===== config.mk =====
export PLATFORM = sky130hd
export DESIGN_NAME = uart_pi1_arb
export DESIGN_NICKNAME = d
export VERILOG_FILES = /design/src/rtl/uart_pi1_arb_pkg.sv /design/src/rtl/uart_pi1_arb.sv
export SDC_FILE = /design/constraint.sdc
export NUM_CORES = 1
export LEC_CHECK = 0
export ABC_AREA = 0
export CAP_MARGIN = 20
export CORE_ASPECT_RATIO = 0.7
export CORE_MARGIN = 2
export CORE_UTILIZATION = 42
export CTS_BUF_LIST = sky130_fd_sc_hd__clkbuf_16
export DETAILED_ROUTE_END_ITERATION = 6
export PLACE_DENSITY = 0.91
export SYNTH_ARGS = -nofsm -noshare
export SYNTH_HDL_FRONTEND = slang
export SYNTH_SLANG_ARGS = --single-unit
export TNS_END_PERCENT = 1

===== constraint.sdc =====
create_clock -name clk_i -period 2.4 [get_ports clk_i]
set_input_delay 0.48 -clock clk_i [delete_from_list [all_inputs] [get_ports clk_i]]
set_output_delay 0.48 -clock clk_i [all_outputs]
set_load 0.02 [all_outputs]

===== src/rtl/uart_pi1_arb_pkg.sv =====
// Shared pi1 bus definitions for the uart_hw device and its two-port arbiter.
// Op encodings, arbiter state encoding and a request helper.
package uart_pi1_arb_pkg;

    localparam logic [1:0] PINOOP = 2'b00;
    localparam logic [1:0] PIWROP = 2'b01;
    localparam logic [1:0] PIRDOP = 2'b10;
    localparam logic [1:0] PIRWOP = 2'b11;

    localparam int LOCKCNTW = 8;

    typedef enum logic [1:0] {
        ST_IDLE  = 2'd0,
        ST_ISSUE = 2'd1,
        ST_RESP  = 2'd2
    } arb_state_e;

    function automatic logic pi_req(input logic [1:0] op);
        return op != PINOOP;
    endfunction

endpackage


===== src/rtl/uart_pi1_arb.sv =====
// Two-requester pi1 arbiter in front of uart_hw.
// Round-robin pick with a bounded lock that lets one master keep the port.
module uart_pi1_arb
    import uart_pi1_arb_pkg::*;
#(
    parameter int ARCHBITSZ = 32,
    parameter int LOCKMAX   = 16,
    localparam int ADDRBITSZ = ARCHBITSZ - $clog2(ARCHBITSZ / 8),
    localparam int SELBITSZ  = ARCHBITSZ / 8
) (
    input  logic                 clk_i,
    input  logic                 rst_i,

    input  logic [1:0]           m0_op_i,
    input  logic [ADDRBITSZ-1:0] m0_addr_i,
    input  logic [ARCHBITSZ-1:0] m0_data_i,
    input  logic [SELBITSZ-1:0]  m0_sel_i,
    input  logic                 m0_lock_i,
    output logic [ARCHBITSZ-1:0] m0_data_o,
    output logic                 m0_rdy_o,

    input  logic [1:0]           m1_op_i,
    input  logic [ADDRBITSZ-1:0] m1_addr_i,
    input  logic [ARCHBITSZ-1:0] m1_data_i,
    input  logic [SELBITSZ-1:0]  m1_sel_i,
    input  logic                 m1_lock_i,
    output logic [ARCHBITSZ-1:0] m1_data_o,
    output logic                 m1_rdy_o,

    output logic [1:0]           s_op_o,
    output logic [ADDRBITSZ-1:0] s_addr_o,
    output logic [ARCHBITSZ-1:0] s_data_o,
    output logic [SELBITSZ-1:0]  s_sel_o,
    input  logic [ARCHBITSZ-1:0] s_data_i,
    input  logic                 s_rdy_i
);

    localparam logic [LOCKCNTW-1:0] LOCKCAP = LOCKCNTW'(LOCKMAX);

    arb_state_e state_q, state_d;

    logic [1:0]           op_q, op_d;
    logic [ADDRBITSZ-1:0] addr_q, addr_d;
    logic [ARCHBITSZ-1:0] data_q, data_d;
    logic [SELBITSZ-1:0]  sel_q, sel_d;
    logic                 lock_q, lock_d;

    // g_q is the current grant while busy and the last grant while idle
    logic                 g_q, g_d;
    logic [LOCKCNTW-1:0]  lockcnt_q, lockcnt_d;
    logic                 lockpend_q, lockpend_d;

    logic [ARCHBITSZ-1:0] m0_data_q, m0_data_d;
    logic [ARCHBITSZ-1:0] m1_data_q, m1_data_d;

    logic req0;
    logic req1;
    logic req_last;
    logic lock_hit;
    logic win;

    assign req0     = pi_req(m0_op_i);
    assign req1     = pi_req(m1_op_i);
    assign req_last = g_q ? req1 : req0;
    assign lock_hit = lockpend_q && req_last
                   && (lockcnt_q < LOCKCAP);

    // Lock beats round-robin; otherwise the master not served last wins
    always_comb begin
        win = req1;
        if (lock_hit) begin
            win = g_q;
        end else if (req0 && req1) begin
            win = ~g_q;
        end
    end

    always_comb begin
        state_d    = state_q;
        op_d       = op_q;
        addr_d     = addr_q;
        data_d     = data_q;
        sel_d      = sel_q;
        lock_d     = lock_q;
        g_d        = g_q;
        lockcnt_d  = lockcnt_q;
        lockpend_d = lockpend_q;
        m0_data_d  = m0_data_q;
        m1_data_d  = m1_data_q;

        unique case (state_q)
            ST_IDLE: begin
                if (req0 || req1) begin
                    state_d = ST_ISSUE;
                    g_d     = win;
                    if (lock_hit) begin
                        lockcnt_d = lockcnt_q + 1'b1;
                    end else begin
                        lockcnt_d = '0;
                    end
                    if (win) begin
                        op_d   = m1_op_i;
                        addr_d = m1_addr_i;
                        data_d = m1_data_i;
                        sel_d  = m1_sel_i;
                        lock_d = m1_lock_i;
                    end else begin
                        op_d   = m0_op_i;
                        addr_d = m0_addr_i;
                        data_d = m0_data_i;
                        sel_d  = m0_sel_i;
                        lock_d = m0_lock_i;
                    end
                end
            end

            ST_ISSUE: begin
                if (s_rdy_i) begin
                    state_d = ST_RESP;
                end
            end

            ST_RESP: begin
                state_d    = ST_IDLE;
                lockpend_d = lock_q;
                if (g_q) begin
                    m1_data_d = s_data_i;
                end else begin
                    m0_data_d = s_data_i;
                end
            end

            default: begin
                state_d = ST_IDLE;
            end
        endcase
    end

    always_ff @(posedge clk_i) begin
        if (!rst_i) begin
            state_q    <= ST_IDLE;
            op_q       <= PINOOP;
            addr_q     <= '0;
            data_q     <= '0;
            sel_q      <= '0;
            lock_q     <= 1'b0;
            g_q        <= 1'b1;
            lockcnt_q  <= '0;
            lockpend_q <= 1'b0;
            m0_data_q  <= '0;
            m1_data_q  <= '0;
        end else begin
            state_q    <= state_d;
            op_q       <= op_d;
            addr_q     <= addr_d;
            data_q     <= data_d;
            sel_q      <= sel_d;
            lock_q     <= lock_d;
            g_q        <= g_d;
            lockcnt_q  <= lockcnt_d;
            lockpend_q <= lockpend_d;
            m0_data_q  <= m0_data_d;
            m1_data_q  <= m1_data_d;
        end
    end

    assign s_op_o   = (state_q == ST_ISSUE) ? op_q : PINOOP;
    assign s_addr_o = addr_q;
    assign s_data_o = data_q;
    assign s_sel_o  = sel_q;

    assign m0_rdy_o = (state_q == ST_RESP) && !g_q;
    assign m1_rdy_o = (state_q == ST_RESP) && g_q;

    // Response word is forwarded in the RESP cycle, then held
    assign m0_data_o = m0_rdy_o ? s_data_i : m0_data_q;
    assign m1_data_o = m1_rdy_o ? s_data_i : m1_data_q;

endmodule


==> results.sh <==
export IMPL_grt_usage_pct=24.7
export IMPL_grt_overflow_total=0
export IMPL_postSynthAreaPerCell_um2=9.91
export IMPL_vias=6501
export IMPL_n_fill_cell=1192
export IMPL_n_antenna_cell=0
export IMPL_crit_slowest_cell="clkdlybuf4s50_1"
export IMPL_r2r_setup_slack_ns=0.52
export IMPL_drv_cap=0
export IMPL_place_gp_congestion=0.845
export IMPL_clock_skew_ns=0.0107
export IMPL_grt_pass1_vias=6552
export IMPL_drc=0
export IMPL_cp_top_family="buffers and inverters"
export IMPL_rr_worst_depth=7
export IMPL_power_density_nw_per_um2=692
export IMPL_num_io_pins=307
export IMPL_crit_arrival_ns=1.87
export IMPL_clk_latency_ns=0.40
export IMPL_initial_utilization_pct=43.6
export IMPL_syn_nets=864
export IMPL_reg2reg_to="s_data_o[22]"
export IMPL_drt_pass1_iter_count=4
export IMPL_antenna_left=0
export IMPL_yosysTopAreaCell="dfxtp_1"
export IMPL_synthAdderAreaFrac_pct=0.183
export IMPL_p_leak_nw=4.13
export IMPL_status="completed"
export IMPL_antenna_found_initial=0
export IMPL_setup_violations=0
export IMPL_multi_input_area_um2=3550
export IMPL_synth_async_reset_ratio_pct=0
export IMPL_cts_root_buf="clkbuf_16"
export IMPL_holdCritStartpoint="rst_i"
export IMPL_fmax_mhz=426
export IMPL_ff_latch_area_um2=2900
export IMPL_routed_wl_mm=22.1
export IMPL_fin_tns_setup_ns=0
export IMPL_crit_buf_inv=1
export IMPL_yosys_area_share_simple_pct=13.5
export IMPL_fp_dieArea_um2=17300
export IMPL_yosysTopAreaCellShare_pct=42.5
export IMPL_synth_top_family_by_area="compound AO/OA/AOI/OAI gates"
export IMPL_hold_viol=0
export IMPL_synthDistinctLibCells=38
export IMPL_die_y_um=111
export IMPL_ys_flop_type="dfxtp_1"
export IMPL_seq_area_frac_synth_pct=42.5
export IMPL_synthCells=690
export IMPL_cts_made_buffers=17
export IMPL_drive_gt1_share_pct=26.6
export IMPL_synth_compound_area_share_pct=26.6
export IMPL_h_tree_depth=4
export IMPL_dp_hpwl_mm=15.6
export IMPL_timing_final_crit_period_ns=2.35
export IMPL_cts_tree="done"
export IMPL_clockBufferDepth=2
export IMPL_hold_path_class="in -> reg"
export IMPL_die_x_um=157
export IMPL_cp_cell_sequence="nor2b_1 > and2_1 > clkdlybuf4s50_1"
export IMPL_cp_max_fo=4
export IMPL_core_area_um2=15700
export IMPL_synth_area_leaders="dfxtp_1 (42%), mux2_2 (11%), a211oi_2 (9.5%)"
export IMPL_path_clk_slew_ns=0.07
export IMPL_grt_setup_unrepaired="yes"
export IMPL_io_buffer_count=306
export IMPL_slew_headroom_pct=60.9
export IMPL_grt_pass1_wl_mm=34.6
export IMPL_cts_num_sinks=145
export IMPL_drt_iter0_drc=320
export IMPL_synth_mux_area_share_pct=10.7
export IMPL_grt_max_degree=52
export IMPL_routedWlPerCell_um=18.6
export IMPL_report_final_slew_viol_count=0
export IMPL_cp_end_kind="primary output"
export IMPL_holdWs_ns=0.426
export IMPL_synth_seq_cells=145
export IMPL_worst_pin_slew_ns=0.581
export IMPL_cp_data_required_time_ns=1.92
export IMPL_cpPeakStageDelay_ns=0.63
export IMPL_min_to="g_q"
export IMPL_cts_setup_buffers=0
export IMPL_synth_edf_count=0
export IMPL_rows=38
export IMPL_syn2layout_area_growth_pct=54.6
export IMPL_nets=1149
export IMPL_ir_worst_vdd_v=0.000437
export IMPL_start_kind="flop"
export IMPL_netlist_area_um2=6840
export IMPL_rr_startpoint="g_q"
export IMPL_synth_xor_xnor_area_share_pct=0.256
export IMPL_hold_path_cell_count=2
export IMPL_fin_crit_sh_pct=97.8
export IMPL_crit_type="reg -> out"
export IMPL_yosys_warnings=0
export IMPL_vias_per_cell=5.47
export IMPL_hold_buffers=0
-- cell usage after synthesis, types with 2 or more instances --
cell type / instances
buf_6: 9
and3_1: 3
o21a_1: 2
nor4_1: 2
o221ai_1: 2
o211ai_1: 3
clkbuf_1: 38
inv_1: 4
a211oi_1: 15
a311oi_1: 67
nor2_1: 77
buf_2: 24
a21boi_0: 3
nand3_1: 7
buf_4: 7
o21ai_0: 67
nand2_1: 5
nor2b_1: 4
mux2_2: 64
and2_1: 66
xnor2_1: 2
dfxtp_1: 145
nor3_1: 3
a211oi_2: 52
nor3b_1: 2
nand2b_1: 3
a31oi_1: 3
-- what timing repair did --
| item | in CTS | in global routing |
|---|---|---|
| endpoints found under the setup margin | 66 | 55 |
| cloned | 2 | 0 |
| endpoints found under the hold margin | 0 | 0 |
| gates resized for setup | 261 | 3 |
-- final cells by class --
cell class | instances | area share (%)
Sequential cell | 145 | 27.5
Multi-Input combinational cell | 463 | 33.6
Timing Repair Buffer | 344 | 30.6
Tap cell | 200 | 2.37
Inverter | 4 | 0.142
Clock inverter | 15 | 1.81
Clock buffer | 17 | 4.02
-- cells by family after synthesis --
family | count (synthesis)
compound gates | 218
xor+xnor | 2
fa+ha+maj | 1
buf+inv | 82
flops | 145
mux | 65
simple gates | 177
-- worst register-to-register path, delay by kind of cell (launching register included) --
family | cells | cell delay, ns
flip-flops | 1 | 0.50
buffers and inverters | 3 | 0.59
AO/OA/AOI/OAI | 4 | 0.67
-- flip-flops by register name, summed over array words and instances, names as in the netlist --
name,flops
m0_data_q,32
m1_data_q,32
s_data_o,32
s_addr_o,30
lockcnt_q,8
s_sel_o,4
op_q,2
state_q,2
g_q,1
lock_q,1
lockpend_q,1
-- how the worst max path moves through the flow --
stage	from	slack [ns]	endpoint	cells after the start
2_1_floorplan	state_q[1]	0.41	m0_data_o[0]	5
3_3_place_gp	m0_op_i[1]	0.06	s_addr_o[10]	6
3_5_place_dp	m0_op_i[1]	-0.06	s_addr_o[11]	6
4_1_cts	state_q[1]	-0.08	m0_data_o[26]	5
5_1_grt	state_q[0]	-0.06	s_op_o[0]	3
6_report	state_q[0]	0.05	s_op_o[0]	3
-- routing by layer --
layer	GRT usage, %	wire [um]	up-vias
li1	-	-	3127
met1	29.3	9230	3084
met2	42.8	10700	253
met3	7.82	1690	37
met4	7.28	500	0
met5	0	0	-
-- report_power, final --
group          total, W  switching (W)  leakage (nW)  internal (W)
registers       0.00268      0.0000929          1.19       0.00259
clock network   0.00276        0.00117         0.297       0.00159
logic           0.00187       0.000961          2.64      0.000907
total           0.00731        0.00222          4.13       0.00509
-- metrics by stage --
stage	worst slack [ns]	area [um2]	utilization (%)	cells	power [W]
4_1_cts	-0.0832	10600	67.4	1188	0.00736
2_1_floorplan	0.410	6840	-	690	0.00370
5_1_grt	-0.0589	10600	67.4	1188	0.00759
3_5_place_dp	-0.0642	10200	65.0	1154	0.00461
3_3_place_gp	0.0559	10200	65.0	1154	0.00459
6_report	0.0522	10600	67.4	1188	0.00731
-- cells in the final DEF (no fill, tap or decap), types with 3 or more instances in the layout --
| master | count |
|---|---|
| clkdlybuf4s50_1 | 239 |
| buf_2 | 63 |
| a21boi_0 | 3 |
| a31oi_1 | 3 |
| clkbuf_16 | 17 |
| o21ai_0 | 67 |
| a211oi_2 | 52 |
| inv_6 | 4 |
| nor2_1 | 76 |
| and2_1 | 66 |
| inv_1 | 4 |
| a311oi_1 | 67 |
| nand3_1 | 7 |
| buf_12 | 14 |
| dfxtp_1 | 144 |
| mux2_2 | 64 |
| nand2_1 | 4 |
| nor3_1 | 3 |
| inv_8 | 5 |
| buf_4 | 23 |
| a211oi_1 | 15 |
| o211ai_1 | 3 |
Power figures use the tool's default switching activity.
